`src/rtl/sdp_write_queue.sv`:
```
// Write queue in front of the OPL3 register file: FIFO control around a simple dual-port RAM,
// with the RAM read latency hidden behind valid/ready and a programmable idle gap between pops.

module mem_simple_dual_port #(
  parameter int DATA_WIDTH   = 8,
  parameter int ADDR_WIDTH   = 4,
  parameter int OUTPUT_DELAY = 1
) (
  input  logic                  clka,
  input  logic                  wea,
  input  logic [ADDR_WIDTH-1:0] addra,
  input  logic [DATA_WIDTH-1:0] dia,
  input  logic                  clkb,
  input  logic                  reb,
  input  logic [ADDR_WIDTH-1:0] addrb,
  output logic [DATA_WIDTH-1:0] dob
);

  logic [DATA_WIDTH-1:0] mem [0:(1<<ADDR_WIDTH)-1];

  always_ff @(posedge clka) begin
    if (wea) mem[addra] <= dia;
  end

  generate
    if (OUTPUT_DELAY == 0) begin : g_d0
      assign dob = mem[addrb];
    end else begin : g_dreg
      logic [DATA_WIDTH-1:0] rd_q;

      always_ff @(posedge clkb) begin
        if (reb) rd_q <= mem[addrb];
      end

      if (OUTPUT_DELAY == 1) begin : g_d1
        assign dob = rd_q;
      end else begin : g_d2
        // second stage follows rd_q every cycle; rd_q only moves on reb, so dob stays stable
        logic [DATA_WIDTH-1:0] pipe_q;
        always_ff @(posedge clkb) pipe_q <= rd_q;
        assign dob = pipe_q;
      end
    end
  endgenerate

endmodule

module sdp_write_queue #(
  parameter int DATA_WIDTH       = 17,
  parameter int DEPTH            = 16,
  parameter int MEM_OUTPUT_DELAY = 1,
  parameter int MIN_GAP          = 4
) (
  input  logic                         clk,
  input  logic                         reset_n,
  input  logic                         flush,
  input  logic                         in_valid,
  output logic                         in_ready,
  input  logic [DATA_WIDTH-1:0]        in_data,
  output logic                         out_valid,
  input  logic                         out_ready,
  output logic [DATA_WIDTH-1:0]        out_data,
  output logic [$clog2(DEPTH+1)-1:0]   count
);

  localparam int AW = $clog2(DEPTH);
  localparam int CW = $clog2(DEPTH+1);

  typedef enum logic [1:0] {IDLE, FETCH, VALID, GAP} state_t;

  state_t        state_q, state_d;
  logic [AW-1:0] wr_ptr, rd_ptr;
  logic [7:0]    gap_q;
  logic          push, pop, reb;

  assign in_ready = (count < CW'(DEPTH)) && !flush;
  assign push     = in_valid && in_ready;

  always_comb begin
    state_d   = state_q;
    out_valid = 1'b0;
    reb       = 1'b0;
    pop       = 1'b0;
    unique case (state_q)
      IDLE: begin
        if (count != '0) begin
          reb     = 1'b1;
          state_d = (MEM_OUTPUT_DELAY == 2) ? FETCH : VALID;
        end
      end
      FETCH: state_d = VALID;
      VALID: begin
        out_valid = 1'b1;
        if (out_ready) begin
          pop     = 1'b1;
          state_d = (MIN_GAP == 0) ? IDLE : GAP;
        end
      end
      GAP: begin
        if (gap_q == 8'd1) state_d = IDLE;
      end
      default: state_d = IDLE;
    endcase
    // flush discards any concurrent pop and abandons an in-flight read
    if (flush) begin
      state_d = IDLE;
      reb     = 1'b0;
      pop     = 1'b0;
    end
  end

  always_ff @(posedge clk or negedge reset_n) begin
    if (!reset_n) begin
      state_q <= IDLE;
      wr_ptr  <= '0;
      rd_ptr  <= '0;
      count   <= '0;
      gap_q   <= '0;
    end else if (flush) begin
      state_q <= IDLE;
      wr_ptr  <= '0;
      rd_ptr  <= '0;
      count   <= '0;
      gap_q   <= '0;
    end else begin
      state_q <= state_d;
      if (push) wr_ptr <= wr_ptr + AW'(1);
      if (pop)  rd_ptr <= rd_ptr + AW'(1);
      if (push && !pop)      count <= count + CW'(1);
      else if (pop && !push) count <= count - CW'(1);
      if (pop)                 gap_q <= 8'(MIN_GAP);
      else if (state_q == GAP) gap_q <= gap_q - 8'd1;
    end
  end

  mem_simple_dual_port #(
    .DATA_WIDTH  (DATA_WIDTH),
    .ADDR_WIDTH  (AW),
    .OUTPUT_DELAY(MEM_OUTPUT_DELAY)
  ) u_mem (
    .clka (clk),
    .wea  (push),
    .addra(wr_ptr),
    .dia  (in_data),
    .clkb (clk),
    .reb  (reb),
    .addrb(rd_ptr),
    .dob  (out_data)
  );

endmodule

```
`config.mk`:
```
export PLATFORM = sky130hd
export DESIGN_NAME = sdp_write_queue
export DESIGN_NICKNAME = d
export VERILOG_FILES = /design/src/rtl/sdp_write_queue.sv
export SDC_FILE = /design/constraint.sdc
export NUM_CORES = 1
export LEC_CHECK = 0
export ABC_AREA = 1
export BUFFER_PORTS_ARGS = -buffer_cell sky130_fd_sc_hd__buf_2
export CAP_MARGIN = 20
export CELL_PAD_IN_SITES_DETAIL_PLACEMENT = 1
export CELL_PAD_IN_SITES_GLOBAL_PLACEMENT = 2
export CORE_MARGIN = 10
export CORE_UTILIZATION = 45
export CTS_BUF_LIST = sky130_fd_sc_hd__clkbuf_4
export DETAILED_ROUTE_END_ITERATION = 8
export HOLD_SLACK_MARGIN = 0.05
export PLACE_DENSITY_LB_ADDON = 0.1
export SYNTH_ARGS = -nofsm -noshare
export SYNTH_HDL_FRONTEND = slang
export SYNTH_SLANG_ARGS = --single-unit
```
`constraint.sdc`:
```
create_clock -name clk -period 2.41 [get_ports clk]
set_input_delay 0.241 -clock clk [delete_from_list [all_inputs] [get_ports clk]]
set_output_delay 0.241 -clock clk [all_outputs]
set_load 0.02 [all_outputs]
```
## Yosys cells after proc, flatten, opt, wreduce, memory -nomap -nowiden

Memories as Yosys holds them, arrays and structs flattened. A register that Yosys moved wholly into a read port is not among the register bits.
Cells that the tools add are included.

- Bits in registers: 23
- Memory bits (writable): 272
- Input bits: 22
- Output and inout bits: 24
- Word-level logic and storage cells: 57
- Memories: 1

Memories:

| name | words | bits a word | rd ports | clocked after memory_dff | wr ports | line | RTL |
|---|---|---|---|---|---|---|---|
| u_mem.mem | 16 | 17 | 1 | 1 | 1 | 19 | `logic [DATA_WIDTH-1:0] mem [0:(1<<ADDR_WIDTH)-1];` |

- Add/sub/neg operators: 5
- Magnitude comparators: 1
- Equality and inequality tests: 7
- Multiplexer cells: 24
- Reduce and logical (&&, ||, !) cells: 14

Operator list:

| cell | number |
|---|---|
| $mux 8 | 3 |
| $mux 4 | 4 |
| $mux 5 | 3 |
| $mux 1 | 9 |
| $ne 3x3->1 const B | 3 |
| $add 4x1->4 const B | 2 |
| $eq 8x1->1 const B | 1 |
| $mux 2 | 4 |
| $pmux 2 s4 | 1 |
| $sub 8x1->8 const B | 1 |
| $reduce_bool 3->1 | 2 |
| $add 5x1->5 const B | 1 |
| $lt 5x5->1 const B | 1 |
| $reduce_bool 5->1 | 1 |
| $sub 5x1->5 const B | 1 |
| $eq 2x2->1 const B | 2 |
| $logic_and 1x1->1 | 4 |
| $reduce_bool 2->1 | 2 |
| $logic_not 1->1 | 3 |
| $reduce_and 3->1 | 1 |
| $eq 2x1->1 const B | 1 |
| $logic_not 2->1 | 1 |

## Logic depth before layout (Yosys ltp)

Gate-level depths: netlist of run 1.

- Word-level depth: 8
- Gate-level depth with buffers: 11

## Modules after synthesis

A second synthesis of run 1 with hierarchy kept.

- Cell total of the unflattened synthesis: 1297
- Area, all modules: 13506.7 um2

Modules (own cells, without submodules):

| module | times used | cells each | area an instance (um2) | sequential area each (um2) |
|---|---|---|---|---|
| mem_simple_dual_port | 1 | 1139 | 12197.9 | 8678.3 |
| sdp_write_queue | 1 | 158 | 1308.8 | 575.6 |

## Worst setup path after synthesis of run 1

OpenSTA, ideal clock, no wires.

- Path type: reg-to-reg
- Start point: register count[4]
- End point: memory u_mem.mem[11][0], enable pin
- Library setup time: 0.390 ns
- Arrival time: 2.001 ns
- Data required time: 2.020 ns
- Path slack: 0.018 ns
- Cell stages (with the launch flop): 6
- Buffers on the path: 0
- Cell sequence: dfrtp_1 nor2_1 nand2_2 inv_2 nand2_1 nor2_1

- Cells in the longest elaborated chain, start to end: 5

RTL lines:

| item | line | RTL |
|---|---|---|
| start: declaration | 63 | `output logic [$clog2(DEPTH+1)-1:0] count` |
| start signal: assignment | 129 | `if (push && !pop) count <= count + CW'(1);` |
| start signal: assignment | 130 | `else if (pop && !push) count <= count - CW'(1);` |
| $lt 5x5->1 | 76 | `assign in_ready = (count < CW'(DEPTH)) && !flush;` |
| $logic_and 1x1->1 | 76 |  |
| via in_ready | 58 | `output logic in_ready,` |
| $logic_and 1x1->1 | 77 | `assign push = in_valid && in_ready;` |
| $mux 1 | 22 | `if (wea) mem[addra] <= dia;` |
| $mux 1 (not written as such) | 22 |  |
| end: declaration | 19 |  |

The timed path passes the listed nets, and every way through them passes these cells.

## Worst setup path after layout of run 1

- Start point: register count[4]
- End point: register count[4]

- Cells in the longest elaborated chain, start to end: 6
- Elaborated cells between the ends (all ways): 12
- Those cells by class: add/sub: 2; order compare: 1; mux: 3; reduce/logical: 6

RTL lines:

| item | line |
|---|---|
| $lt 5x5->1 | 76 |
| $logic_and 1x1->1 | 76 |
| $logic_and 1x1->1 | 77 |
| $logic_and 1x1->1 / $logic_not 1->1 (equally long branches) | 129, 130 |
| $mux 5 / $logic_and 1x1->1 (equally long branches) | 129, 130 |
| $mux 5 / $reduce_bool 3->1 (equally long branches) | -- |

Parallel ways exist; a longest one is shown, timed or not. The select of a mux whose other input is x is not followed.
A chain may end at the register's enable or synchronous reset.

==> results_dict.tcl, run 1 <==
set metrics [dict create \
    clock.fmax_mhz 536 \
    vias 8650 \
    status "finished clean" \
    cp-end-kind "flip-flop" \
    ctsResizeCount 0 \
    syn_avg_cell_area_sq_um 12.2 \
    clkLatencyLatePin_ns 0.68 \
    skew_ns 0.0467 \
    ctsHtreeMaxLevel 3 \
    clkTransAtPathRegs_ns 0.07 \
    setup_slack_ns 0.543 \
    slew_viol_final 0 \
    relSlewSlack_pct 60.8 \
    gp_congestion 0.759 \
    p_total_mw 14.8 \
    cap_violations 0 \
    synth_ff_type "edfxtp_1" \
    drt_wl_total_mm 35.5 \
    synth_xor_area_share_pct 0.139 \
    drt-vias-per-instance 5.35 \
    yosys.area_share.adder_pct 1.25 \
    firstDrtPassIters 5 \
    ios 46 \
    cp-start-kind "flip-flop" \
    cts_setup_buffers 0 \
    syn_area_sq_um 12600 \
    finalSetupViolCount 0 \
    first_global_vias 9119 \
    grt_pass1_wl_mm 54.1 \
    post-dp-hpwl_mm 21.1 \
    cts_tree "built" \
    ys_seq_area_share_pct 73.4 \
    cts_root_buf "clkbuf_4" \
    clock-sinks 312 \
    initial_core_util_pct 45.5 \
    synthCells 1037 \
    drc_errors 0 \
    setup_tns_ns 0 \
    area_growth_pct 17.2 \
    grt_max_degree 97 \
    avgRoutedWirePerCell_um 22.0 \
    ir_drop_uv 582 \
    cts_made_buffers 83 \
    r2r_cells 11 \
    grt_overflow 0 \
    p_leak_nw 5.49 \
    yosys_warnings 0 \
    worst_ep_required_time_ns 2.94 \
    drive_gt1_share_pct 20.3 \
    synth_enable_flop_cells 289 \
    period_share_pct 77.5 \
    hold_slack_ns 0.0953 \
    core_area_sq_um 27700 \
    synth_compound_area_share_pct 8.24 \
    synth.distinct_cells 31 \
    hold_viol_final 0 \
    critPathMaxFanout 8 \
    path_class "reg -> reg" \
    ant_nets 0 \
    fin_crit_ns 1.87 \
    min_path_type "in -> async" \
    drt_iter0_drc 633 \
    rsz0062_at_grt "no" \
    die_h_um 187 \
    dp_slack_ns 0.541 \
    synth-simple-area-share_pct 14.0 \
    worstMarginPinSlew_ns 0.589 \
    synth_mux_area_share_pct 0 \
    worst-endpoint-arrival_ns 2.40 \
    syn_nets 1071 \
    cts_hold_buffers 21 \
    rows 61 \
    powerDensity_nw_per_um2 1000 \
    grt_usage_pct 19.9 \
    synth_top_family_by_area "simple AND/OR/NAND/NOR gates" \
    die_w_um 187 \
    cts_buffer_depth 3 \
    dieArea_sq_um 35100 \
    synth_seq_cells 312 \
    layout.nets 1213 \
    antenna_found_initial 1 \
    portBuffers 45 \
    async_flop_share_pct 7.37 \
]
[stage by stage]
stage               util (%)  std cells  cell area, sq um
global route            53.3       1617             14800
floorplan                  -       1037             12600
CTS                     53.3       1616             14800
finish                  53.3       1617             14800
global placement        48.7       1451             13500
detailed placement      48.7       1451             13500
[flip-flops by register name, summed over array words and instances (netlist names)]
| name | cells |
|---|---|
| gap_q | 8 |
| rd_ptr | 4 |
| u_mem.mem | 272 |
| count | 5 |
| state_q | 2 |
| u_mem.dob | 17 |
| wr_ptr | 4 |
[worst max-delay path: stages (launching register included)]
cell and delay [ns]:
dfrtp_1 0.42, nor2_1 0.17, nand2_2 0.11, inv_2 0.14, nand2_4 0.10, fa_1 0.40
nand3_1 0.11, nand3_1 0.09, inv_1 0.06, nand2_1 0.05, nand2_1 0.05, o21ai_1 0.05
[cell usage in the layout, fill, tap and decap left out, types with 7 or more instances in the layout]
master / Yosys / layout
nor2_2: 1 / 16
clkbuf_4: 0 / 131
a21oi_1: 71 / 71
o21ai_0: 79 / 79
ha_1: 11 / 11
nor2_1: 144 / 128
inv_1: 25 / 25
buf_12: 0 / 7
dlygate4sd3_1: 0 / 21
edfxtp_1: 289 / 289
buf_4: 8 / 34
dfrtp_1: 23 / 22
buf_2: 26 / 45
o211ai_1: 34 / 34
nand2_1: 230 / 230
nand3_1: 54 / 54
[synth_stat cells (4+ instances only)]
cell type  instances  area, sq um
a21oi_1           71          355
buf_2             26          130
buf_4              8         60.1
clkbuf_1          15         56.3
dfrtp_1           23          576
edfxtp_1         289         8680
ha_1              11          138
inv_1             25         93.8
nand2_1          230          863
nand3_1           54          270
nor2_1           144          541
o211ai_1          34          255
o21ai_0           79          395
o21ai_1            4         20.0
[cells by family (layout without fill, tap and decap cells)]
group                    Yosys count  in the layout
flip-flops                       312            312
other                              0              1
XOR/XNOR                           2              2
adder cells (fa/ha/maj)           12             12
AO/OA/AOI/OAI                    190            190
AND/OR/NAND/NOR                  442            442
buffers and inverters             79            280
[power by group]
part / total (mW) / switching, mW / internal [mW]
sequential: 6.59 / 0.249 / 6.35
clock: 4.72 / 2.16 / 2.56
combinational: 3.51 / 2.43 / 1.08
total: 14.8 / 4.84 / 9.99
[area by class of cell]
type	instances	area, sq um
Fill cell	2932	12900
Sequential cell	312	9260
Multi-Input combinational cell	646	3030
Clock buffer	131	983
Timing Repair Buffer	107	831
Tap cell	378	473
Inverter	29	111
Clock inverter	13	88.8
Antenna cell	1	2.50
[worst paths after layout]
check,startpoint,endpoint,slack (ns)
setup / recovery,count[4],count[4],0.54
hold / removal,reset_n,count[1],0.1
setup reg to reg,count[4],count[4],0.54
hold reg to reg,gap_q[4],gap_q[4],0.54
max in group asynchronous,reset_n,rd_ptr[0],1.83
min in group clk,flush,rd_ptr[3],0.37
[routing by layer]
metal / wire (um) / track usage, % / up-vias / share of wire, %
li1: - / - / 4002 / -
met1: 15700 / 26.0 / 4372 / 44
met2: 17300 / 32.5 / 235 / 49
met3: 1920 / 3.86 / 41 / 5.4
met4: 582 / 7.35 / 0 / 1.6
met5: 0 / 0 / - / 0
Note: power is estimated with default switching activity, not from simulation.
==> run 2, diff against run 1 <==
Settings changed: CORE_UTILIZATION 45 to 40.
Clock period 2.41 ns to 1.6 ns, I/O delays scaled along.
==> run 2 against run 1 <==
Against the previous run:
- the run now ends with setup timing left
- hold slack better by 0.27 ns
- first-iteration DRC count is 18% lower
- combinational power is 130% higher
- largest cell class unchanged
==> results_dict.tcl, run 2 (synthesis gave the netlist of run 1 again) <==
set metrics [dict create \
    placed_cell_area_sq_um 14400 \
    cts_tree "built" \
    drt_wl_total_mm 40.5 \
    grt_overflow 0 \
    ios 46 \
    vias 9278 \
    r2r-start "rd_ptr[0]" \
    fin_crit_ns 1.69 \
    path_class "reg -> reg" \
    avgRoutedWirePerCell_um 23.5 \
    worst_ep_required_time_ns 2.05 \
    status "complete, but fails checks" \
    cts_made_buffers 86 \
    skew_ns 0.0510 \
    layout.cells.most_common_list "edfxtp_1, nand2_1, clkbuf_4" \
    worstMarginPinSlew_ns 0.400 \
    p_leak_nw 6.23 \
    relSlewSlack_pct 73.3 \
    dp_slack_ns -0.116 \
    drive_gt1_share_pct 32.2 \
    critPathMaxFanout 6 \
    layout.nets 1302 \
    firstDrtPassIters 5 \
    drc_errors 0 \
    portBuffers 45 \
    cp-end-kind "flip-flop" \
    drt-vias-per-instance 5.37 \
    hold_viol_final 0 \
    largest_reg_flops 272 \
    cp-start-kind "flip-flop" \
    violations "setup timing" \
    cap_violations 0 \
    p_total_mw 25.5 \
    rows 64 \
    top_register "u_mem.mem" \
    area_growth_pct 33.0 \
    dieArea_sq_um 39000 \
    finalSetupViolCount 217 \
    setup_tns_ns -6.89 \
    grt_pass1_wl_mm 57.5 \
    clkLatencyLatePin_ns 0.72 \
    ant_nets 0 \
    worst-endpoint-arrival_ns 2.15 \
    cp-endpoint "u_mem.dob[14]" \
    clock.fmax_mhz 591 \
    min_path_type "in -> reg" \
    core_area_sq_um 30800 \
    first_global_vias 9603 \
    grt_usage_pct 19.6 \
    critPathLaunch "rd_ptr[0]" \
    hold_slack_ns 0.360 \
    gp_congestion 0.782 \
    grt_max_degree 34 \
    die_w_um 198 \
    initial_core_util_pct 40.9 \
    antenna_found_initial 1 \
    dp.cells 1517 \
    ir_drop_uv 717 \
    rrSetupSlack_ns -0.09 \
    clock-sinks 312 \
    slew_viol_final 0 \
    die_h_um 198 \
    clkTransAtPathRegs_ns 0.06 \
    rsz0062_at_grt "yes" \
    cts_buffer_depth 3 \
    fin_area_sq_um 16800 \
    powerDensity_nw_per_um2 1520 \
    mostFrequentLayoutCell "edfxtp_1" \
    instances_no_fill 1727 \
    whs_path_depth 4 \
    cts_root_buf "clkbuf_4" \
    setup_slack_ns -0.0933 \
    drt_iter0_drc 520 \
    period_share_pct 106 \
    post-dp-hpwl_mm 22.8 \
    post-route-util_pct 54.4 \
    ctsHtreeMaxLevel 3 \
    r2r_cells 9 \
    rr_endpoint "u_mem.dob[14]" \
]
run 2: changes by cell type in the layout (fill, tap and decap cells not counted), moves of 17 or more:
cell	change
nand2_2	+17
buf_6	+19
o21ai_0	-23
nor2_1	-24
nand2_1	-22
nor2_4	+23
buf_12	+35
o21ai_1	+18
run 2: how the worst min path moves through the flow:
stage	endpoint	from	slack, ns
floorplan	count[0]	reset_n	-0.14
global placement	count[0]	reset_n	0.23
detailed placement	rd_ptr[1]	reset_n	0.22
CTS	rd_ptr[3]	flush	0.31
global route	rd_ptr[3]	flush	0.34
finish	rd_ptr[3]	flush	0.36
run 2: layout make-up:
cell class	instances	area [sq um]
clock inverter	17	105
inverter	29	139
fill	3150	14100
antenna	1	2.50
clock buffer	133	998
timing repair buffer	193	2280
multi-input combinational	646	3480
sequential	312	9260
tap	396	495
run 2: per-layer routing:
| layer | up-vias | GRT usage [%] | share of wire, % |
|---|---|---|---|
| met4 | 0 | 7.49 | 2.5 |
| li1 | 4206 | - | - |
| met3 | 79 | 3.49 | 4.3 |
| met5 | - | 0 | 0 |
| met2 | 239 | 33.2 | 50 |
| met1 | 4754 | 24.4 | 43 |
run 2: where the power goes:
group	switching, mW	internal [mW]	total [mW]
Clock	3.38	3.93	7.31
Sequential	0.415	9.57	9.99
Combinational	4.65	3.53	8.18
Total	8.44	17.0	25.5
run 2: critical path, stage by stage (launching register included):
cell     delay (ns)
dfrtp_4        0.55
buf_8          0.18
buf_16         0.16
buf_12         0.14
nand2_2        0.05
nand3_1        0.09
nand2_1        0.10
nor2_2         0.05
nand2_1        0.06
nand2_1        0.05
run 2: timing repair:
item | in CTS | in global routing
gates resized for setup | 26 | 147
setup endpoints to repair | 101 | 313
hold endpoints to repair | 307 | 0
gates cloned | 3 | 12
pin swaps | 13 | 48
hold buffers | 23 | 0
buffers inserted | 9 | 13
==> run 3, diff against run 2 <==
Settings changed: CORE_UTILIZATION 40 to 39, SYNTH_HIERARCHICAL from default to 1.
==> run 3 against run 2 <==
Against the previous run:
- the flow still finishes with violations (setup timing)
- synthesized area grew 7.2%
- design area grew 7.6%
- final cell count grew 18%
- largest cell class unchanged
- largest power group unchanged
==> results_dict.tcl, run 3 <==
set metrics [dict create \
    synth_area_leaders "edfxtp_1, nand2_1, nand3_1" \
    crit_chain "nor2_4 -> nand2_4 -> inv_6 -> buf_6 -> nand3_4 -> nor2_4 -> buf_12 -> clkbuf_16" \
    fin_crit_ns 1.72 \
    crit_top_cell "nor2_4" \
    die_w_um 206 \
    skew_ns 0.0428 \
    grt_pass1_wl_mm 60.8 \
    initial_core_util_pct 39.3 \
    grt_overflow 0 \
    cap_violations 0 \
    dieArea_sq_um 42500 \
    yosysMostFrequentCell "nand2_1" \
    dp_slack_ns -0.149 \
    ctsHtreeMaxLevel 3 \
    cts_made_buffers 86 \
    worst_ep_required_time_ns 2.03 \
    core_area_sq_um 34400 \
    critPathMaxFanout 6 \
    syn_area_sq_um 13500 \
    vias 10093 \
    status "complete, but fails checks" \
    whs_path_depth 2 \
    area_growth_pct 33.5 \
    relSlewSlack_pct 70.1 \
    clock.fmax_mhz 580 \
    finalSetupViolCount 209 \
    synth_ff_type "edfxtp_1" \
    gp_congestion 0.782 \
    r2r_cells 8 \
    post-route-util_pct 52.4 \
    async_flop_share_pct 7.37 \
    synth_top_cell_area_share_pct 64.3 \
    ys_top_cells_by_count "nand2_1, edfxtp_1, inv_1, nand3_1, nor2_1" \
    cpMaxStageDelayCell "dfrtp_2" \
    cts_root_buf "clkbuf_4" \
    yosys_warnings 6 \
    rows 68 \
    die_h_um 206 \
    slew_viol_final 0 \
    min_path_type "in -> reg" \
    critical-path-top-delay-family "simple AND/OR/NAND/NOR gates" \
    first_global_vias 10280 \
    cts_tree "built" \
    cp-end-kind "flip-flop" \
    hold_viol_final 0 \
    rsz0062_at_grt "yes" \
    powerDensity_nw_per_um2 1180 \
    avgRoutedWirePerCell_um 21.0 \
    max_stage_delay_ns 0.42 \
    path_class "reg -> reg" \
    yosys.area.top_type "edfxtp_1" \
    grt_max_degree 44 \
    layout.nets 1557 \
    clkLatencyLatePin_ns 0.75 \
    synthCells 1297 \
    ir_drop_uv 775 \
    clkTransAtPathRegs_ns 0.06 \
    drc_errors 0 \
    clock-sinks 312 \
    drt_wl_total_mm 42.9 \
    post-dp-hpwl_mm 23.5 \
    cts_buffer_depth 3 \
    ant_nets 0 \
    drt-vias-per-instance 4.93 \
    violations "setup timing" \
    synth_enable_flop_cells 289 \
    worst-endpoint-arrival_ns 2.15 \
    cp-start-kind "flip-flop" \
    worstMarginPinSlew_ns 0.448 \
    drt_iter0_drc 606 \
    setup_slack_ns -0.124 \
    ys_seq_area_share_pct 68.5 \
    largest_reg_flops 272 \
    ios 46 \
    path_buf_inv 4 \
    mostFrequentLayoutCell "nand2_1" \
    firstDrtPassIters 4 \
    p_leak_nw 7.73 \
    layout.cells.most_common_list "nand2_1, edfxtp_1, inv_1" \
    portBuffers 45 \
    synth.distinct_cells 33 \
    top_register "u_mem/mem" \
    antenna_found_initial 2 \
    grt_usage_pct 19.2 \
    rrSetupSlack_ns -0.12 \
    syn_avg_cell_area_sq_um 10.4 \
    cp.depth 8 \
    period_share_pct 108 \
    synth_seq_cells 312 \
    drive_gt1_share_pct 27.8 \
    syn_nets 1328 \
]
==> run 3: worst paths after layout <==
check	start	to
min reg2reg	gap_q[3]	gap_q[3]
max reg2reg	count[4]	u_mem/mem[12][6]
max	count[4]	u_mem/mem[12][6]
min	in_data[12]	u_mem/mem[15][12]
max in group asynchronous	reset_n	count[4]
min in group asynchronous	reset_n	count[3]
==> run 3: what timing repair did <==
item / in CTS / in global routing
endpoints found under the hold margin: 314 / 0
buffers inserted: 15 / 16
gates resized for setup: 57 / 151
hold buffers: 23 / 0
cloned: 3 / 21
pin swaps: 6 / 47
endpoints found under the setup margin: 158 / 257
==> run 3: area by class of cell <==
class / count / area (sq um)
Clock inverter: 27 / 156
Clock buffer: 124 / 931
Fill cell: 3742 / 16300
Timing Repair inverter: 3 / 43.8
Inverter: 233 / 908
Tap cell: 455 / 569
Antenna cell: 2 / 5.00
Timing Repair Buffer: 192 / 2440
Sequential cell: 312 / 9270
Multi-Input combinational cell: 698 / 3700
==> run 3: per-stage QoR <==
step           hold WS (ns)  setup TNS (ns)  power, mW  area [sq um]  cells
2_1_floorplan        -0.136          -64.23       11.6         13600   1297
3_3_place_gp          0.196           -1.61       12.9         15200   1820
3_5_place_dp          0.191           -6.32       13.0         15200   1820
4_1_cts               0.289           -7.79       20.7         16900   2010
5_1_grt               0.329          -27.33       22.4         18000   2046
6_report              0.369           -9.41       21.3         18000   2046
==> run 3: power by group <==
group / switching, mW / internal, mW / total, mW
sequential: 0.255 / 9.32 / 9.58
clock: 3.37 / 3.87 / 7.23
combinational: 2.55 / 1.90 / 4.45
==> run 3: kinds of logic after synthesis <==
group	synth area share [%]
and+or+nand+nor	20.6
DFF	68.5
buffers and inverters	8.48
AOI/OAI and AO/OA	1.35
adders and majority gates	0.889
xor gates and xnor gates	0.195
==> run 3: routing by layer <==
layer	wire length (um)	global-route usage [%]
met5	0	0
met4	646	6.49
met3	2030	3.62
met2	20900	30.7
met1	19400	25.8
